### src/rtl/data_cache_refill_pkg.sv
// Shared definitions for the data cache refill engine: address-field split,
// block geometry and the refill FSM encoding.
package data_cache_refill_pkg;

    // Words per cache block (beats per refill)
    localparam int BLOCK_WORDS  = 16;
    localparam int TAG_W        = 22;
    localparam int INDEX_W      = 4;
    localparam int WORD_OFF_W   = 4;
    localparam int BYTE_OFF_W   = 2;
    localparam int BLOCK_ADDR_W = TAG_W + INDEX_W;

    typedef enum logic [1:0] {
        ST_IDLE,
        ST_FETCH,
        ST_LAST,
        ST_DONE
    } refill_state_e;

    typedef logic [WORD_OFF_W-1:0]   beat_t;
    typedef logic [BLOCK_ADDR_W-1:0] block_addr_t;

    function automatic logic [31:0] beat_address(input block_addr_t block, input beat_t beat);
        return {block, beat, {BYTE_OFF_W{1'b0}}};
    endfunction

endpackage

### src/rtl/data_cache_refill.sv
// Data cache refill engine: on a miss, reads the whole 16-word block from
// data memory one beat at a time and streams registered line writes to the cache.
module data_cache_refill
    import data_cache_refill_pkg::*;
#(
    parameter int WORDS_PER_BLOCK = BLOCK_WORDS,
    parameter int INDEX_BITS      = INDEX_W
) (
    input  logic                  clock,
    input  logic                  reset,
    input  logic                  miss,
    input  logic [31:0]           missAddress,
    output logic                  memRequest,
    output logic [31:0]           memAddress,
    input  logic                  memReady,
    input  logic [31:0]           memReadData,
    output logic                  fillWrite,
    output logic [INDEX_BITS-1:0] fillIndex,
    output logic [WORD_OFF_W-1:0] fillWordOffset,
    output logic [TAG_W-1:0]      fillTag,
    output logic [31:0]           fillData,
    output logic                  stall,
    output logic                  refillDone
);

    // The beat that, once accepted in FETCH, hands over to LAST
    localparam beat_t PENULT_BEAT = beat_t'(WORDS_PER_BLOCK - 2);

    refill_state_e   state_q, state_d;
    block_addr_t     block_q, block_d;
    beat_t           beat_q, beat_d;
    logic            fill_write_q, fill_write_d;
    beat_t           fill_offset_q, fill_offset_d;
    logic [31:0]     fill_data_q, fill_data_d;

    logic            fetching;
    logic            beat_done;

    // Byte-within-block bits never reach the refill datapath
    logic            unused_byte_bits;
    assign unused_byte_bits = ^missAddress[31-BLOCK_ADDR_W:0];

    assign fetching  = (state_q == ST_FETCH) || (state_q == ST_LAST);
    assign beat_done = fetching && memReady;

    // NOTE: every always_comb output gets a default before the case so no path leaves it unassigned (no latch).
    always_comb begin
        state_d       = state_q;
        block_d       = block_q;
        beat_d        = beat_q;
        fill_write_d  = 1'b0;
        fill_offset_d = fill_offset_q;
        fill_data_d   = fill_data_q;

        unique case (state_q)
            ST_IDLE: begin
                if (miss) begin
                    block_d = missAddress[31 -: BLOCK_ADDR_W];
                    beat_d  = '0;
                    state_d = ST_FETCH;
                end
            end
            ST_FETCH: begin
                if (beat_done) begin
                    beat_d = beat_q + beat_t'(1);
                    if (beat_q == PENULT_BEAT) begin
                        state_d = ST_LAST;
                    end
                end
            end
            ST_LAST: begin
                if (beat_done) begin
                    beat_d  = beat_q + beat_t'(1);
                    state_d = ST_DONE;
                end
            end
            ST_DONE: begin
                state_d = ST_IDLE;
            end
            default: begin
                state_d = ST_IDLE;
            end
        endcase

        // Each accepted beat becomes a one-cycle line write on the next cycle
        if (beat_done) begin
            fill_write_d  = 1'b1;
            fill_offset_d = beat_q;
            fill_data_d   = memReadData;
        end
    end

    // NOTE: state registers use non-blocking assignments so every flop samples pre-edge values.
    always_ff @(posedge clock or posedge reset) begin
        if (reset) begin
            state_q       <= ST_IDLE;
            block_q       <= '0;
            beat_q        <= '0;
            fill_write_q  <= 1'b0;
            fill_offset_q <= '0;
            fill_data_q   <= '0;
        end else begin
            state_q       <= state_d;
            block_q       <= block_d;
            beat_q        <= beat_d;
            fill_write_q  <= fill_write_d;
            fill_offset_q <= fill_offset_d;
            fill_data_q   <= fill_data_d;
        end
    end

    assign memRequest     = fetching;
    assign memAddress     = fetching ? beat_address(block_q, beat_q) : 32'h0;
    assign fillIndex      = block_q[INDEX_BITS-1:0];
    assign fillTag        = block_q[BLOCK_ADDR_W-1 -: TAG_W];
    assign fillWrite      = fill_write_q;
    assign fillWordOffset = fill_offset_q;
    assign fillData       = fill_data_q;
    assign refillDone     = (state_q == ST_DONE);
    assign stall          = ((state_q == ST_IDLE) && miss) || fetching;

endmodule

### config.mk
export PLATFORM = sky130hd
export DESIGN_NAME = data_cache_refill
export DESIGN_NICKNAME = d
export VERILOG_FILES = /design/src/rtl/data_cache_refill_pkg.sv /design/src/rtl/data_cache_refill.sv
export SDC_FILE = /design/constraint.sdc
export NUM_CORES = 1
export LEC_CHECK = 0
export BUFFER_PORTS_ARGS = -buffer_cell sky130_fd_sc_hd__buf_2
export CAP_MARGIN = 20
export CELL_PAD_IN_SITES_DETAIL_PLACEMENT = 1
export CELL_PAD_IN_SITES_GLOBAL_PLACEMENT = 1
export CORE_MARGIN = 1
export CORE_UTILIZATION = 34
export CTS_BUF_LIST = sky130_fd_sc_hd__clkbuf_4 sky130_fd_sc_hd__clkbuf_8
export CTS_CLUSTER_DIAMETER = 80
export DETAILED_ROUTE_END_ITERATION = 8
export MAX_ROUTING_LAYER = met4
export PLACE_DENSITY_LB_ADDON = 0.1
export SLEW_MARGIN = 20
export SYNTH_ARGS = -nofsm -noshare
export SYNTH_HDL_FRONTEND = slang
export SYNTH_SLANG_ARGS = --single-unit
### constraint.sdc
create_clock -name clock -period 2.8 [get_ports clock]
set_clock_uncertainty 0.1 [all_clocks]
set_input_delay 0.14 -clock clock [delete_from_list [all_inputs] [get_ports clock]]
set_output_delay 0.14 -clock clock [all_outputs]
set_load 0.01 [all_outputs]
==> flow_summary.yaml, run 1 <==
pwr:
  leakage_nw: 2.36
  total_power_mw: 5.58
  ir_worst_vdd_v: 0.000575
  cellPowerDensity_nw_per_um2: 1190
global_routing:
  gr-usage-met2: 0.391
  use_met1: 0.215
  globalRouteOverflowTotal: 0
  busiest_layer: "met2"
  use_met3: 0.0646
  grt_pass1_vias: 2780
  grt_max_degree: 39
  grt_pass1_wl_um: 13800
  grt_usage: 0.212
  antenna_found_initial: 0
detailed_routing:
  drt_iter0_drc: 45
  drt-vias-per-instance: 4.58
  drt_first_pass_iters: 3
  vias: 2503
  wirelength_um: 8770
  wl_per_cell_um: 16.1
  drcViolationCount: 0
  ant_nets: 0
floorplanning:
  die_x_um: 95.3
  coreArea_um2: 8340
  fp.dieH_um: 95.3
  die_area_um2: 9090
  rows: 33
  start_util: 0.355
  io_pins: 166
clock_network:
  clk_path_buf_depth: 2
  cts_buffers: 9
  cts_setup_buffers: 0
  cts.reportedPaths.clkPinSlew_ns: 0.08
  cts.htree.levels: 3
  ctsRootBufferMaster: "clkbuf_8"
  cts_tree: "built"
  cts.sinks: 69
  clk_latency_ns: 0.33
final_layout:
  multi_input_area_um2: 1150
  area_growth_syn_to_layout_pct: 58.1
  fillers: 935
  antenna_cells: 0
  nNetsFinal: 511
  layout-drive-gt1-share: 0.531
  layout_commonest_cell: "buf_2"
  seq_area_um2: 1730
  final_cell_mix: "buf_2, dfrtp_1, dlygate4sd3_1"
timing:
  period_needed_ns: 2.06
  maxSlewHeadroom: 0.513
  finalSetupTns_ns: 0
  hold_ws_ns: 0.122
  setup_viol: 0
  rsz0062_at_grt: "false"
  fmax_mhz: 485
  tightestPinTransition_ns: 0.729
  fin_crit_sh: 0.737
  drv_slew: 0
  finalHoldViolations: 0
yosys:
  synth_top_family_by_area: "multiplexers"
  synth_xor_area_frac: 0
  yosysSeqAreaShare: 0.583
  synthSimpleGateAreaFrac: 0.0904
  async_reset_ff_frac: 1.00
  syn_area_per_cell_um2: 13.8
  synth-edff-count: 0
  ys_ff_latch: 69
  synth_area_um2: 2960
  synth_compound_gate_area_share: 0.0313
  synth_ff_type: "dfrtp_1"
  syn_inst: 215
  ys_types: 27
  ys.warnings.count: 0
  synthMuxAreaShare: 0.235
  synthAdderAreaFrac: 0.0296
status:
  status: "completed"
critical_path:
  crit_buf_inv: 3
  path_class: "reg2out"
  start_kind: "register"
  cp_max_fo: 38
  r2r_cells: 6
  worst_setup_path_end_kind: "output port"
  critPathArrivalTime_ns: 1.82
  cp_top_family: "buffers and inverters"
  reg2reg_to: "fillData[15]$_DFFE_PP0P_"
  crit_path_cell_trace: "inv_1 > ha_1 > buf_4 > and2_1 > buf_2"
  crit_path_top_delay_cell: "dfrtp_1"
  slowest_delay_ns: 0.40
  cp.required_ns: 2.56
  rrSetupSlack_ns: 0.80
  r2r_start: "state_q[1]$_DFFE_PP0P_"
hold_path:
  hp-start: "memReady"
  hp-class: "in2reg"
  hold_depth: 3
  hold_end: "fillWordOffset[0]$_DFFE_PP0P_"
placement:
  dpl.hpwl_um: 5600
  gp_congestion: 0.710
  io_buffers: 157
job:
  drv_cap: 0
worst max path at each step:
stage | endpoint | startpoint | slack [ns] | cells after the start
2_1_floorplan | beat_q[0]$_DFFE_PP0P_ | reset | 0.82 | 1
3_3_place_gp | fillData[4]$_DFFE_PP0P_ | state_q[1]$_DFFE_PP0P_ | 0.82 | 6
3_5_place_dp | fillData[18]$_DFFE_PP0P_ | state_q[1]$_DFFE_PP0P_ | 0.77 | 6
4_1_cts | memAddress[14] | state_q[1]$_DFFE_PP0P_ | 0.70 | 5
5_1_grt | memAddress[15] | state_q[1]$_DFFE_PP0P_ | 0.55 | 5
6_report | memAddress[23] | state_q[1]$_DFFE_PP0P_ | 0.74 | 5
registers in the layout, indices dropped and copies added, names as in the netlist:
register / cells
fillWrite: 1
fillData: 32
block_q: 26
beat_q: 4
fillWordOffset: 4
state_q: 2
metrics by stage:
stage,setup WS [ns],std cells,cell area [um2],utilization
finish,0.737,546,4680,0.561
global route,0.552,546,4680,0.561
CTS,0.698,546,4680,0.561
detailed placement,0.769,471,3860,0.463
global placement,0.819,471,3860,0.463
floorplan,0.820,216,2970,-
where the power goes:
group / leakage (nW) / internal [mW] / total (mW) / switching (mW)
combinational: 1.43 / 1.39 / 2.82 / 1.43
sequential: 0.823 / 1.51 / 1.83 / 0.327
clock: 0.109 / 0.538 / 0.920 / 0.382
routing by layer:
layer / wire [um] / share of wire
met5: 0 / 0
met4: 172 / 0.020
met3: 372 / 0.042
met2: 4940 / 0.56
met1: 3280 / 0.37
what timing repair did:
item	CTS	global route
resized for setup	0	0
endpoints found under the hold margin	90	0
hold buffers	59	0
worst reg2reg max path, delay by kind of cell, from the launching register on:
kind | cells | cell delay, ns
AND/OR/NAND/NOR | 1 | 0.10
adder cells (fa/ha/maj) | 1 | 0.32
multiplexers | 1 | 0.42
buffers and inverters | 3 | 0.55
flip-flops | 1 | 0.40
cell usage after synthesis, types with 2 or more instances:
| master | count | share of area |
|---|---|---|
| mux2_2 | 52 | 0.20 |
| nand2b_1 | 2 | 0.0042 |
| dfrtp_1 | 69 | 0.58 |
| and2_1 | 30 | 0.063 |
| a22o_1 | 4 | 0.012 |
| inv_1 | 4 | 0.0051 |
| nand2_1 | 8 | 0.010 |
| o21ai_0 | 3 | 0.0051 |
| nor3_1 | 2 | 0.0034 |
| mux2_1 | 9 | 0.034 |
| clkbuf_1 | 4 | 0.0051 |
| ha_1 | 7 | 0.030 |
| buf_4 | 5 | 0.013 |
| buf_2 | 2 | 0.0034 |
| a21o_1 | 2 | 0.0051 |
cell families after synthesis:
group | after synthesis
buffers and inverters | 17
adder cells (fa/ha/maj) | 7
AO/OA/AOI/OAI | 12
multiplexers | 62
flip-flops | 69
other | 1
AND/OR/NAND/NOR | 47
final cells by class:
type	instances	share of cell area
Multi-Input combinational cell	130	0.246
Sequential cell	69	0.369
Inverter	6	0.00508
Clock inverter	5	0.0179
Clock buffer	11	0.0310
Tap cell	105	0.0281
Timing Repair Buffer	220	0.303
Note: power is estimated with default switching activity, not from simulation.
==> run 2: changes to the inputs <==
==> constraint.sdc (replaced) <==
create_clock -name clock -period 1.9 [get_ports clock]
set_clock_uncertainty 0.1 [all_clocks]
set_input_delay 0.095 -clock clock [delete_from_list [all_inputs] [get_ports clock]]
set_output_delay 0.095 -clock clock [all_outputs]
set_load 0.01 [all_outputs]
==> run 2 against run 1 <==
Effect of this change:
- via count is 0.44% higher
- flip-flop and latch count stayed put
- cell area is 3.7% higher
- global-route usage is 1.8 points lower
- first-iteration DRC count is 11% lower
- utilization is 2.1 points higher
- clock power is 51% higher
- total power is 58% higher
- sequential power is 46% higher
- combinational power is 68% higher
- hold slack worse by 0.066 ns
- critical endpoint is now memAddress[27]
==> flow_summary.yaml, run 2 (synthesis gave the netlist of run 1 again) <==
final_layout:
  area_growth_syn_to_layout_pct: 63.9
  final_cell_mix: "buf_2, dfrtp_1, dlygate4sd3_1"
  nNetsFinal: 522
  fin_util: 0.582
  layout-drive-gt1-share: 0.549
  antenna_cells: 0
  largest_register_ffs: 32
  final_area_um2: 4850
  layout_commonest_cell: "buf_2"
  final_cells: 557
critical_path:
  crit_buf_inv: 4
  worst_setup_path_end_kind: "output port"
  cp.required_ns: 1.70
  cp_max_fo: 13
  crit_path_top_delay_cell: "dfrtp_1"
  slowest_delay_ns: 0.40
  start_kind: "register"
  crit_path_cell_trace: "inv_2 > ha_4 > buf_12 > clkbuf_16 > and2_1 > buf_2"
  cp_top_family: "buffers and inverters"
  critPathArrivalTime_ns: 1.63
  path_class: "reg2out"
floorplanning:
  start_util: 0.355
  fp.dieH_um: 95.3
  rows: 33
  die_area_um2: 9090
  io_pins: 166
  coreArea_um2: 8340
  die_x_um: 95.3
timing:
  tightestPinTransition_ns: 0.489
  finalHoldViolations: 0
  hold_ws_ns: 0.0557
  setup_viol: 0
  period_needed_ns: 1.83
  finalSetupTns_ns: 0
  drv_slew: 0
  fmax_mhz: 547
  rsz0062_at_grt: "false"
  worst_slack_ns: 0.0710
  maxSlewHeadroom: 0.671
  fin_crit_sh: 0.963
detailed_routing:
  vias: 2514
  drcViolationCount: 0
  drt_first_pass_iters: 3
  ant_nets: 0
  wirelength_um: 8460
  drt-vias-per-instance: 4.51
  drt_iter0_drc: 40
  wl_per_cell_um: 15.2
status:
  status: "completed"
clock_network:
  ctsRootBufferMaster: "clkbuf_8"
  cts_buffers: 9
  cts_tree: "built"
  clk_latency_ns: 0.33
  cts.htree.levels: 3
  cts.reportedPaths.clkPinSlew_ns: 0.08
  cts.sinks: 69
  clk_path_buf_depth: 2
pwr:
  ir_worst_vdd_v: 0.00101
  p_clk_frac: 0.158
  p_seq_frac: 0.304
  combPwrFrac: 0.539
  leakage_nw: 2.43
  p_sw_frac: 0.368
  intPower_mw: 5.57
  cellPowerDensity_nw_per_um2: 1810
  power.net_switching_mw: 3.24
  total_power_mw: 8.81
hold_path:
  hp-class: "in2reg"
placement:
  dp.cells: 475
  dpl.hpwl_um: 5390
  placed_area_um2: 3910
  gp_congestion: 0.731
  io_buffers: 157
  place_ws_ns: 0.0127
global_routing:
  antenna_found_initial: 0
  grt_pass1_wl_um: 12800
  grt_pass1_vias: 2570
  grt_usage: 0.194
  grt_max_degree: 70
  globalRouteOverflowTotal: 0
job:
  drv_cap: 0
[run 2: cell count changes in the layout (fill, tap and decap cells not counted)]
cell,previous run,this run
buf_4,3,9
buf_12,1,5
clkinvlp_4,2,4
inv_1,3,1
clkbuf_16,0,1
clkbuf_4,1,0
clkbuf_8,10,11
clkinv_4,1,0
ha_1,7,6
ha_4,0,1
inv_2,2,3
[run 2: metal layers]
layer,global-route usage,up-vias,part of all wire
met5,-,-,0
met4,0.0669,0,0.016
met3,0.0367,11,0.042
met2,0.330,87,0.52
met1,0.229,1227,0.42
li1,-,1189,-
[run 2: timing repair]
item                                    CTS  global route
endpoints found under the setup margin   23            21
hold buffers                             59             0
endpoints found under the hold margin   127             0
resized for setup                         5             4
cloned                                    0             1
buffers inserted                          2             4
pin swaps                                 0             1
[run 2: worst paths after layout]
check	cells after the start	end	start	slack, ns
setup reg to reg	5	state_q[1]$_DFFE_PP0P_	state_q[1]$_DFFE_PP0P_	0.09
max in group asynchronous	4	block_q[16]$_DFFE_PP0P_	reset	1.11
min in group asynchronous	4	fillData[16]$_DFFE_PP0P_	reset	0.28
setup / recovery	6	memAddress[27]	state_q[1]$_DFFE_PP0P_	0.07
hold / removal	3	fillWordOffset[0]$_DFFE_PP0P_	memReady	0.06
hold reg to reg	1	fillData[28]$_DFFE_PP0P_	fillData[28]$_DFFE_PP0P_	0.38
[run 2: worst min-delay path, cell delays in order]
cell     delay (ns)
buf_2          0.14
nand2_2        0.13
o21ai_0        0.09
[run 2: power groups by stage]
stage | registers [mW] | clock network [mW] | logic (mW)
2_1_floorplan | 2.97 | 0 | 2.15
3_3_place_gp | 2.66 | 0 | 4.09
3_5_place_dp | 2.70 | 0 | 4.17
4_1_cts | 2.67 | 1.42 | 4.43
5_1_grt | 2.78 | 1.48 | 5.18
6_report | 2.67 | 1.39 | 4.75
[run 2: final cells by class]
class	count	area, um2
clock buffers	11	151
repair buffers	231	1570
fillers	918	3490
well taps	105	131
flip-flops and latches	69	1730
clock inverters	5	82.6
inverters	6	27.5
multi-input cells	130	1160
==> run 3: changes to the inputs <==
==> constraint.sdc (replaced) <==
create_clock -name clock -period 2.1 [get_ports clock]
set_clock_uncertainty 0.1 [all_clocks]
set_input_delay 0.105 -clock clock [delete_from_list [all_inputs] [get_ports clock]]
set_output_delay 0.105 -clock clock [all_outputs]
set_load 0.01 [all_outputs]
==> run 3 against run 2 <==
Effect of this change:
- worst setup slack better by 0.12 ns
- critical path depth is 1 lower
- sequential power is 9.0% lower
==> flow_summary.yaml, run 3 (synthesis gave the netlist of run 1 again) <==
detailed_routing:
  ant_nets: 0
  wl_per_cell_um: 15.7
  vias: 2516
  wirelength_um: 8600
  drt_first_pass_iters: 4
  drcViolationCount: 0
  drt_iter0_drc: 44
  drt-vias-per-instance: 4.58
final_layout:
  layout-drive-gt1-share: 0.534
  antenna_cells: 0
  layout_commonest_cell: "buf_2"
  final_area_um2: 4670
  largest_register_ffs: 32
  fin_util: 0.560
  nNetsFinal: 514
  final_cell_mix: "buf_2, dfrtp_1, dlygate4sd3_1"
  area_growth_syn_to_layout_pct: 57.6
  final_cells: 549
floorplanning:
  die_area_um2: 9090
  rows: 33
  start_util: 0.355
  die_x_um: 95.3
  fp.dieH_um: 95.3
  io_pins: 166
  coreArea_um2: 8340
critical_path:
  cp.required_ns: 1.89
  cp_max_fo: 11
  critPathArrivalTime_ns: 1.70
  worst_setup_path_end_kind: "output port"
  crit_path_top_delay_cell: "dfrtp_1"
  slowest_delay_ns: 0.39
  crit_buf_inv: 3
  start_kind: "register"
  crit_path_cell_trace: "inv_1 > ha_1 > buf_4 > and2_1 > buf_2"
  path_class: "reg2out"
  cp_top_family: "buffers and inverters"
global_routing:
  grt_max_degree: 40
  globalRouteOverflowTotal: 0
  grt_usage: 0.207
  antenna_found_initial: 0
  busiest_layer: "met2"
  use_met1: 0.217
  grt_pass1_vias: 2683
  gr-usage-met2: 0.371
  grt_pass1_wl_um: 13600
  use_met3: 0.0574
pwr:
  leakage_nw: 2.36
  ir_worst_vdd_v: 0.000715
  total_power_mw: 7.24
  cellPowerDensity_nw_per_um2: 1550
timing:
  fmax_mhz: 524
  hold_ws_ns: 0.0816
  rsz0062_at_grt: "false"
  finalHoldViolations: 0
  period_needed_ns: 1.91
  drv_slew: 0
  maxSlewHeadroom: 0.672
  tightestPinTransition_ns: 0.487
  setup_viol: 0
  finalSetupTns_ns: 0
  fin_crit_sh: 0.909
  worst_slack_ns: 0.190
placement:
  placed_area_um2: 3900
  place_ws_ns: 0.199
  gp_congestion: 0.708
  dp.cells: 474
  io_buffers: 157
  dpl.hpwl_um: 5690
clock_network:
  cts_tree: "built"
  cts.sinks: 69
  cts_setup_buffers: 0
  cts_buffers: 9
  cts.reportedPaths.clkPinSlew_ns: 0.08
  clk_latency_ns: 0.34
  ctsRootBufferMaster: "clkbuf_8"
  clk_path_buf_depth: 2
  cts.htree.levels: 3
job:
  drv_cap: 0
hold_path:
  hp-class: "in2reg"
status:
  status: "completed"
## run 3: changes by cell type in the layout (fill, tap and decap cells not counted), sizes merged
cell	before	now
clkinvlp	4	2
clkinv	1	5
clkbuf	12	9
inv	4	6
buf	171	164
bufinv	2	0
## run 3: power breakdown
group	internal (mW)	total (mW)	leakage [nW]	switching (mW)
Sequential	2.01	2.43	0.823	0.417
Combinational	1.93	3.84	1.45	1.90
Clock	0.432	0.974	0.0856	0.542
Total	4.38	7.24	2.36	2.86
## run 3: path summary, 6_finish.rpt
path / startpoint / end / slack, ns / cells after the start
worst max-delay path: state_q[0]$_DFFE_PP0P_ / memAddress[16] / 0.19 / 5
worst min-delay path: memReady / fillWordOffset[0]$_DFFE_PP0P_ / 0.08 / 3
worst max register to register: state_q[0]$_DFFE_PP0P_ / state_q[1]$_DFFE_PP0P_ / 0.21 / 7
worst min register to register: fillData[28]$_DFFE_PP0P_ / fillData[28]$_DFFE_PP0P_ / 0.39 / 1
max in group asynchronous: reset / beat_q[1]$_DFFE_PP0P_ / 1.09 / 4
min in group asynchronous: reset / fillData[26]$_DFFE_PP0P_ / 0.23 / 3
## run 3: repair_timing
item                                   in CTS  in global routing
hold buffers                               59                  0
setup endpoints to repair                   0                  4
endpoints found under the hold margin     103                  0
resized for setup                           0                  1
## run 3: routing by layer
metal / wire length (um) / vias to the layer above
met5: 0 / -
met3: 420 / 12
met2: 4900 / 75
met1: 3170 / 1250
li1: - / 1179
met4: 109 / 0
## run 3: tightest hold or removal path, delay by kind of cell
family	cells	cell delay, ns
AO/OA/AOI/OAI	1	0.09
buffers and inverters	1	0.15
AND/OR/NAND/NOR	1	0.14
## run 3: final cells by class
cell class | instances | area [um2]
fillers | 921 | 3670
flip-flops and latches | 69 | 1730
repair buffers | 223 | 1460
multi-input cells | 130 | 1150
well taps | 105 | 131
clock buffers | 9 | 124
clock inverters | 7 | 51.3
inverters | 6 | 23.8
